### src/rtl/regfile_pkg.sv
// ---------------------------------------------------------------------------
// regfile_pkg
// Shared constants and types for the RV32I integer register file (write side
// and read-side multiplexers).
//   XLEN   : register data width (32 only)
//   NREG   : number of architectural registers (32 only)
//   REG_AW : register index width
//   clr_state_t : clear sequencer states
// ---------------------------------------------------------------------------
package regfile_pkg;

  localparam int XLEN   = 32;
  localparam int NREG   = 32;
  localparam int REG_AW = 5;

  typedef enum logic [0:0] {
    IDLE  = 1'b0,
    CLEAR = 1'b1
  } clr_state_t;

  // 5-to-32 one-hot decode of a register index.
  function automatic logic [NREG-1:0] reg_onehot(input logic [REG_AW-1:0] addr);
    reg_onehot = {{(NREG-1){1'b0}}, 1'b1} << addr;
  endfunction

endpackage

### src/rtl/regfile_clear_seq.sv
// ---------------------------------------------------------------------------
// regfile_clear_seq
// Clear sweep sequencer: on clr_req in IDLE, walks idx = 1..31 one register
// per cycle, asserting clr_we so the top level zeroes reg[idx].
// Ports:
//   clk, rst    : clock, asynchronous active-high reset
//   clr_req     : sweep request, sampled only in IDLE
//   seq_idle    : combinational (state == IDLE); becomes wr_ready at the top
//   clr_busy    : registered, high while the sweep runs
//   clr_done    : registered one-cycle pulse after reg31 is cleared
//   clr_we      : clear enable for reg[clr_idx] at the coming edge
//   clr_idx     : register being cleared (never 0)
// ---------------------------------------------------------------------------
module regfile_clear_seq
  import regfile_pkg::*;
(
  input  logic              clk,
  input  logic              rst,
  input  logic              clr_req,
  output logic              seq_idle,
  output logic              clr_busy,
  output logic              clr_done,
  output logic              clr_we,
  output logic [REG_AW-1:0] clr_idx
);

  clr_state_t        state_r;
  clr_state_t        state_s;
  logic [REG_AW-1:0] idx_r;
  logic [REG_AW-1:0] idx_s;
  logic              busy_r;
  logic              done_r;
  logic              done_s;

  // State, index counter and registered status flags.
  always_ff @(posedge clk or posedge rst) begin
    if (rst) begin
      state_r <= IDLE;
      idx_r   <= 5'd1;
      busy_r  <= 1'b0;
      done_r  <= 1'b0;
    end else begin
      state_r <= state_s;
      idx_r   <= idx_s;
      busy_r  <= (state_s == CLEAR);
      done_r  <= done_s;
    end
  end

  // Next-state, next-index and done-pulse logic.
  always_comb begin
    state_s = state_r;
    idx_s   = idx_r;
    done_s  = 1'b0;
    case (state_r)
      IDLE: begin
        if (clr_req) begin
          state_s = CLEAR;
          idx_s   = 5'd1;
        end else begin
          state_s = IDLE;
        end
      end
      CLEAR: begin
        // idx only ever reloads to 1, so it never passes through 0.
        if (idx_r == 5'd31) begin
          state_s = IDLE;
          idx_s   = 5'd1;
          done_s  = 1'b1;
        end else begin
          idx_s   = idx_r + 5'd1;
        end
      end
      default: begin
        state_s = IDLE;
        idx_s   = 5'd1;
      end
    endcase
  end

  assign seq_idle = (state_r == IDLE);
  assign clr_we   = (state_r == CLEAR);
  assign clr_idx  = idx_r;
  assign clr_busy = busy_r;
  assign clr_done = done_r;

endmodule

### src/rtl/regfile_writer.sv
// ---------------------------------------------------------------------------
// regfile_writer
// Write side of the RV32I register file: 32 registers, one writeback write
// per cycle over valid/ready, a clear sweep for x1..x31, x0 hardwired to 0.
// Ports:
//   clk, rst          : clock, asynchronous active-high reset
//   wr_valid/wr_ready : writeback handshake (ready low during a clear sweep)
//   wr_addr, wr_data  : destination index and value
//   clr_req           : start clear sweep (IDLE only)
//   clr_busy/clr_done : sweep status (registered)
//   reg0..reg31       : register contents to the read multiplexers
// ---------------------------------------------------------------------------
module regfile_writer
  import regfile_pkg::*;
(
  input  logic              clk,
  input  logic              rst,
  input  logic              wr_valid,
  input  logic [REG_AW-1:0] wr_addr,
  input  logic [XLEN-1:0]   wr_data,
  output logic              wr_ready,
  input  logic              clr_req,
  output logic              clr_busy,
  output logic              clr_done,
  output logic [XLEN-1:0]   reg0,  output logic [XLEN-1:0] reg1,
  output logic [XLEN-1:0]   reg2,  output logic [XLEN-1:0] reg3,
  output logic [XLEN-1:0]   reg4,  output logic [XLEN-1:0] reg5,
  output logic [XLEN-1:0]   reg6,  output logic [XLEN-1:0] reg7,
  output logic [XLEN-1:0]   reg8,  output logic [XLEN-1:0] reg9,
  output logic [XLEN-1:0]   reg10, output logic [XLEN-1:0] reg11,
  output logic [XLEN-1:0]   reg12, output logic [XLEN-1:0] reg13,
  output logic [XLEN-1:0]   reg14, output logic [XLEN-1:0] reg15,
  output logic [XLEN-1:0]   reg16, output logic [XLEN-1:0] reg17,
  output logic [XLEN-1:0]   reg18, output logic [XLEN-1:0] reg19,
  output logic [XLEN-1:0]   reg20, output logic [XLEN-1:0] reg21,
  output logic [XLEN-1:0]   reg22, output logic [XLEN-1:0] reg23,
  output logic [XLEN-1:0]   reg24, output logic [XLEN-1:0] reg25,
  output logic [XLEN-1:0]   reg26, output logic [XLEN-1:0] reg27,
  output logic [XLEN-1:0]   reg28, output logic [XLEN-1:0] reg29,
  output logic [XLEN-1:0]   reg30, output logic [XLEN-1:0] reg31
);

  logic              seq_idle_s;
  logic              clr_we_s;
  logic [REG_AW-1:0] clr_idx_s;
  logic              wr_fire_s;
  logic [NREG-1:0]   we_s;
  logic [XLEN-1:0]   reg_r [NREG];

  regfile_clear_seq u_clear_seq (
    .clk      (clk),
    .rst      (rst),
    .clr_req  (clr_req),
    .seq_idle (seq_idle_s),
    .clr_busy (clr_busy),
    .clr_done (clr_done),
    .clr_we   (clr_we_s),
    .clr_idx  (clr_idx_s)
  );

  assign wr_ready  = seq_idle_s;
  assign wr_fire_s = wr_valid & seq_idle_s;

  // Write-enable decode: writeback one-hot ORed with clear one-hot, x0 never enabled.
  always_comb begin
    we_s    = (wr_fire_s ? reg_onehot(wr_addr)   : {NREG{1'b0}})
            | (clr_we_s  ? reg_onehot(clr_idx_s) : {NREG{1'b0}});
    we_s[0] = 1'b0;
  end

  // Register array; writes and clears are exclusive because writes need IDLE.
  // reg_r[0] has no enable, so it holds its reset value of zero forever.
  always_ff @(posedge clk or posedge rst) begin
    if (rst) begin
      for (int i = 0; i < NREG; i++) begin
        reg_r[i] <= {XLEN{1'b0}};
      end
    end else begin
      for (int i = 0; i < NREG; i++) begin
        if (we_s[i]) begin
          reg_r[i] <= clr_we_s ? {XLEN{1'b0}} : wr_data;
        end
      end
    end
  end

  assign reg0  = reg_r[0];  assign reg1  = reg_r[1];
  assign reg2  = reg_r[2];  assign reg3  = reg_r[3];
  assign reg4  = reg_r[4];  assign reg5  = reg_r[5];
  assign reg6  = reg_r[6];  assign reg7  = reg_r[7];
  assign reg8  = reg_r[8];  assign reg9  = reg_r[9];
  assign reg10 = reg_r[10]; assign reg11 = reg_r[11];
  assign reg12 = reg_r[12]; assign reg13 = reg_r[13];
  assign reg14 = reg_r[14]; assign reg15 = reg_r[15];
  assign reg16 = reg_r[16]; assign reg17 = reg_r[17];
  assign reg18 = reg_r[18]; assign reg19 = reg_r[19];
  assign reg20 = reg_r[20]; assign reg21 = reg_r[21];
  assign reg22 = reg_r[22]; assign reg23 = reg_r[23];
  assign reg24 = reg_r[24]; assign reg25 = reg_r[25];
  assign reg26 = reg_r[26]; assign reg27 = reg_r[27];
  assign reg28 = reg_r[28]; assign reg29 = reg_r[29];
  assign reg30 = reg_r[30]; assign reg31 = reg_r[31];

endmodule

### config.mk
export PLATFORM = sky130hd
export DESIGN_NAME = regfile_writer
export DESIGN_NICKNAME = d
export VERILOG_FILES = /design/src/rtl/regfile_pkg.sv /design/src/rtl/regfile_clear_seq.sv /design/src/rtl/regfile_writer.sv
export SDC_FILE = /design/constraint.sdc
export NUM_CORES = 2
export LEC_CHECK = 0
export BUFFER_PORTS_ARGS = -buffer_cell sky130_fd_sc_hd__buf_2
export CAP_MARGIN = 15
export CORE_AREA = 2 2 411 413
export DETAILED_ROUTE_END_ITERATION = 7
export DIE_AREA = 0 0 413 415
export PLACE_DENSITY = 0.44
export SYNTH_ARGS = -nofsm -noshare
export SYNTH_HDL_FRONTEND = slang
export SYNTH_SLANG_ARGS = --single-unit
### constraint.sdc
create_clock -name clk -period 43.7 [get_ports clk]
set_input_delay 10.925 -clock clk [delete_from_list [all_inputs] [get_ports clk]]
set_output_delay 10.925 -clock clk [all_outputs]
set_load 0.02 [all_outputs]
==> flow_summary.json <==
{
  "status": "finished clean",
  "design_area_um2": 49900,
  "total_leakage_power_nw": 26.0,
  "worst_ir_drop_vdd_mv": 0.0453,
  "port_buffers": 1035,
  "fin_crit_sh_pct": 36.6,
  "chipWidth_um": 413,
  "mean_routed_wirelength_per_cell_um": 26.9,
  "clock_tree.buffer_depth": 3,
  "antenna_found_initial": 20,
  "maxCapViolCount": 0,
  "postCtsSetupRepairBufs": 0,
  "synth.cell_area_um2": 38400,
  "gr-total-overflow": 0,
  "layout-area-overhead-vs-synth_pct": 29.9,
  "grt_start_max_net_pins": 141,
  "core_um2": 167000,
  "worstPathMaxFanout": 140,
  "synth_area_leaders": "sky130_fd_sc_hd__dfrtp_1 (65%), sky130_fd_sc_hd__mux2_2 (27%), sky130_fd_sc_hd__mux2_1 (1.9%), sky130_fd_sc_hd__buf_4 (1.3%), sky130_fd_sc_hd__clkbuf_1 (0.97%)",
  "routed_via_density": 4.25,
  "placed_cell_area_um2": 46200,
  "timing.critical_path.to_type": "asynchronous set/reset pin",
  "cts_tree": "done",
  "unique_masters_post_synth": 34,
  "final.hold.worst_slack_ps": 476,
  "tritoncts_buffers": 115,
  "setup_total_negative_slack_ps": 0,
  "grt_pass1_vias": 24500,
  "start_kind": "input port",
  "synthesized_area_per_cell_um2": 16.4,
  "drive_gt1_share_pct": 65.6,
  "initialDrtViolationCount": 1158,
  "overall_die_height_um": 415,
  "vias": 24100,
  "ant_nets": 0,
  "final-hold-violation-count": 0,
  "drtPass1Iterations": 4,
  "worst_ep_arrival_time_ps": 16700,
  "final.setup_skew_ps": 19.8,
  "synth.ff_latch_count": 999,
  "root_buffer": "sky130_fd_sc_hd__clkbuf_16",
  "worstMarginPinSlew_ps": 1160,
  "yosys.area.top_type_share_pct": 65.0,
  "netlist_instances": 2343,
  "design.die.area_um2": 171000,
  "rsz0062_at_grt": "false",
  "overall_power_mw": 4.03,
  "min-delay-path-class": "register to register",
  "globalRouteTotalUtil_pct": 17.3,
  "routabilityCongestion": 0.751,
  "max_freq_ghz": 0.0625,
  "final-seq-area_um2": 25000,
  "shortest_period_the_worst_path_allows_ps": 16000,
  "finalMaxSlewViolations": 0,
  "floorplan.initialDensity_pct": 23.1,
  "power_density_nw_per_um2": 80.7,
  "synth_seq_area_share_pct": 65.0,
  "layout_nets": 3414,
  "max_slew_margin_pct": 23.0,
  "top_ports": 1068,
  "remaining_drc_errors": 0,
  "finalWirelength_mm": 152,
  "global_route_wire_length_before_repair_mm": 207,
  "synth_top_area_cell": "sky130_fd_sc_hd__dfrtp_1",
  "multi_input_comb_area_um2": 12700,
  "cts.sink_count": 999,
  "clock_tree.htree_level_count": 3,
  "type_of_the_setup_path_with_the_least_slack": "input port to asynchronous set/reset pin",
  "holdBufCountCts": 0,
  "finalSetupViolCount": 0,
  "detailedPlacementHpwl_mm": 102,
  "yosys_warning_total": 0,
  "placedCellCount": 5451,
  "worst_skew_pair.late_latency_ps": 750,
  "post_layout_nonfiller_instances": 5675,
  "num_rows": 150,
  "clk_transition_reported_paths_ps": 60,
  "ctsResizeCount": 0,
  "final.fill_count": 17100,
  "critical_path_required_ps": 44410
}
-- logic make-up after synthesis --
| family | count (synthesis) | share of synthesized area, % |
|---|---|---|
| DFF | 999 | 65.0 |
| muxes | 993 | 29.1 |
| buffers and inverters | 239 | 3.39 |
| and+or+nand+nor | 66 | 1.15 |
| AOI/OAI and AO/OA | 37 | 1.08 |
| adders and majority gates | 8 | 0.260 |
| other | 1 | 0.00975 |
-- cells in the mapped netlist --
cell type                   count
sky130_fd_sc_hd__dfrtp_1      998
sky130_fd_sc_hd__mux2_2       929
sky130_fd_sc_hd__clkbuf_1      99
sky130_fd_sc_hd__buf_4         67
sky130_fd_sc_hd__mux2_1        64
sky130_fd_sc_hd__buf_2         52
sky130_fd_sc_hd__nor2b_1       32
sky130_fd_sc_hd__o22ai_2       15
sky130_fd_sc_hd__buf_6         12
sky130_fd_sc_hd__inv_1          9
sky130_fd_sc_hd__o22ai_1        9
sky130_fd_sc_hd__ha_1           8
sky130_fd_sc_hd__nand2_1        6
sky130_fd_sc_hd__nand3b_1       5
sky130_fd_sc_hd__nand2b_1       4
sky130_fd_sc_hd__nand3_1        4
sky130_fd_sc_hd__o22ai_4        4
sky130_fd_sc_hd__nand4bb_1      3
sky130_fd_sc_hd__or4b_4         3
sky130_fd_sc_hd__and3_1         2
sky130_fd_sc_hd__nor2_1         2
sky130_fd_sc_hd__o32a_1         2
sky130_fd_sc_hd__o32ai_1        2
sky130_fd_sc_hd__o32ai_2        2
sky130_fd_sc_hd__a22o_1         1
sky130_fd_sc_hd__a31oi_1        1
sky130_fd_sc_hd__conb_1         1
sky130_fd_sc_hd__dfstp_2        1
sky130_fd_sc_hd__nand4b_1       1
sky130_fd_sc_hd__nor3_1         1
sky130_fd_sc_hd__o21ai_0        1
sky130_fd_sc_hd__or2_1          1
sky130_fd_sc_hd__or3b_1         1
sky130_fd_sc_hd__or4_4          1
-- layout make-up --
| cell class | count | area share (%) |
|---|---|---|
| sequential | 999 | 50.1 |
| multi-input combinational | 1136 | 25.4 |
| timing repair buffer | 1104 | 11.5 |
| clock buffer | 187 | 6.87 |
| tap | 2204 | 5.52 |
| clock inverter | 26 | 0.479 |
| inverter | 9 | 0.0827 |
| antenna | 10 | 0.0501 |
-- worst max-delay path: stages --
cell	delay (ps)
sky130_fd_sc_hd__buf_2	130
sky130_fd_sc_hd__inv_8	490
sky130_fd_sc_hd__buf_4	800
sky130_fd_sc_hd__buf_12	560
sky130_fd_sc_hd__buf_4	880
sky130_fd_sc_hd__buf_4	790
sky130_fd_sc_hd__buf_4	770
sky130_fd_sc_hd__buf_4	870
-- routing by layer --
layer / GRT usage (%) / share of wire, % / up-vias / wire [um]
li1: - / - / 10200 / -
met1: 20.6 / 39 / 12800 / 60200
met2: 28.9 / 49 / 873 / 74200
met3: 5.16 / 7.7 / 240 / 11700
met4: 7.46 / 4.1 / 4 / 6300
met5: 0 / 0.015 / - / 23
-- final timing paths --
check | from | end | slack, ps | cells after the start
max | rst | reg18[26] | 27700 | 8
min | reg10[9] | reg10[9] | 480 | 1
max reg2reg | u_clear_seq.clr_we | reg30[18] | 39650 | 5
min reg2reg | reg10[9] | reg10[9] | 480 | 1
max in group clk | wr_addr[3] | reg4[19] | 30500 | 5
min in group asynchronous | rst | reg11[30] | 10290 | 2
-- power breakdown --
| group | switching, mW | internal [mW] | leakage [nW] |
|---|---|---|---|
| Combinational | 1.03 | 0.579 | 10.9 |
| Sequential | 0.183 | 1.30 | 13.3 |
| Clock | 0.398 | 0.546 | 1.79 |
| Total | 1.61 | 2.42 | 26.0 |
-- layout by cell type, fill, tap and decap left out, drive strengths merged, types with 10 or more instances in the layout --
cell and count:
conb 32, diode 10, o22ai 28, clkinv 15, inv 14, buf 1104, mux2 993, clkbuf 187
dfrtp 998, nor2b 32
-- metrics by stage --
step	worst slack, ps	utilization, %
global placement	26520	27.7
detailed placement	26520	27.7
global route	26720	30.0
floorplan	4670	-
finish	27700	30.0
CTS	27370	29.9
Power figures use the tool's default switching activity.
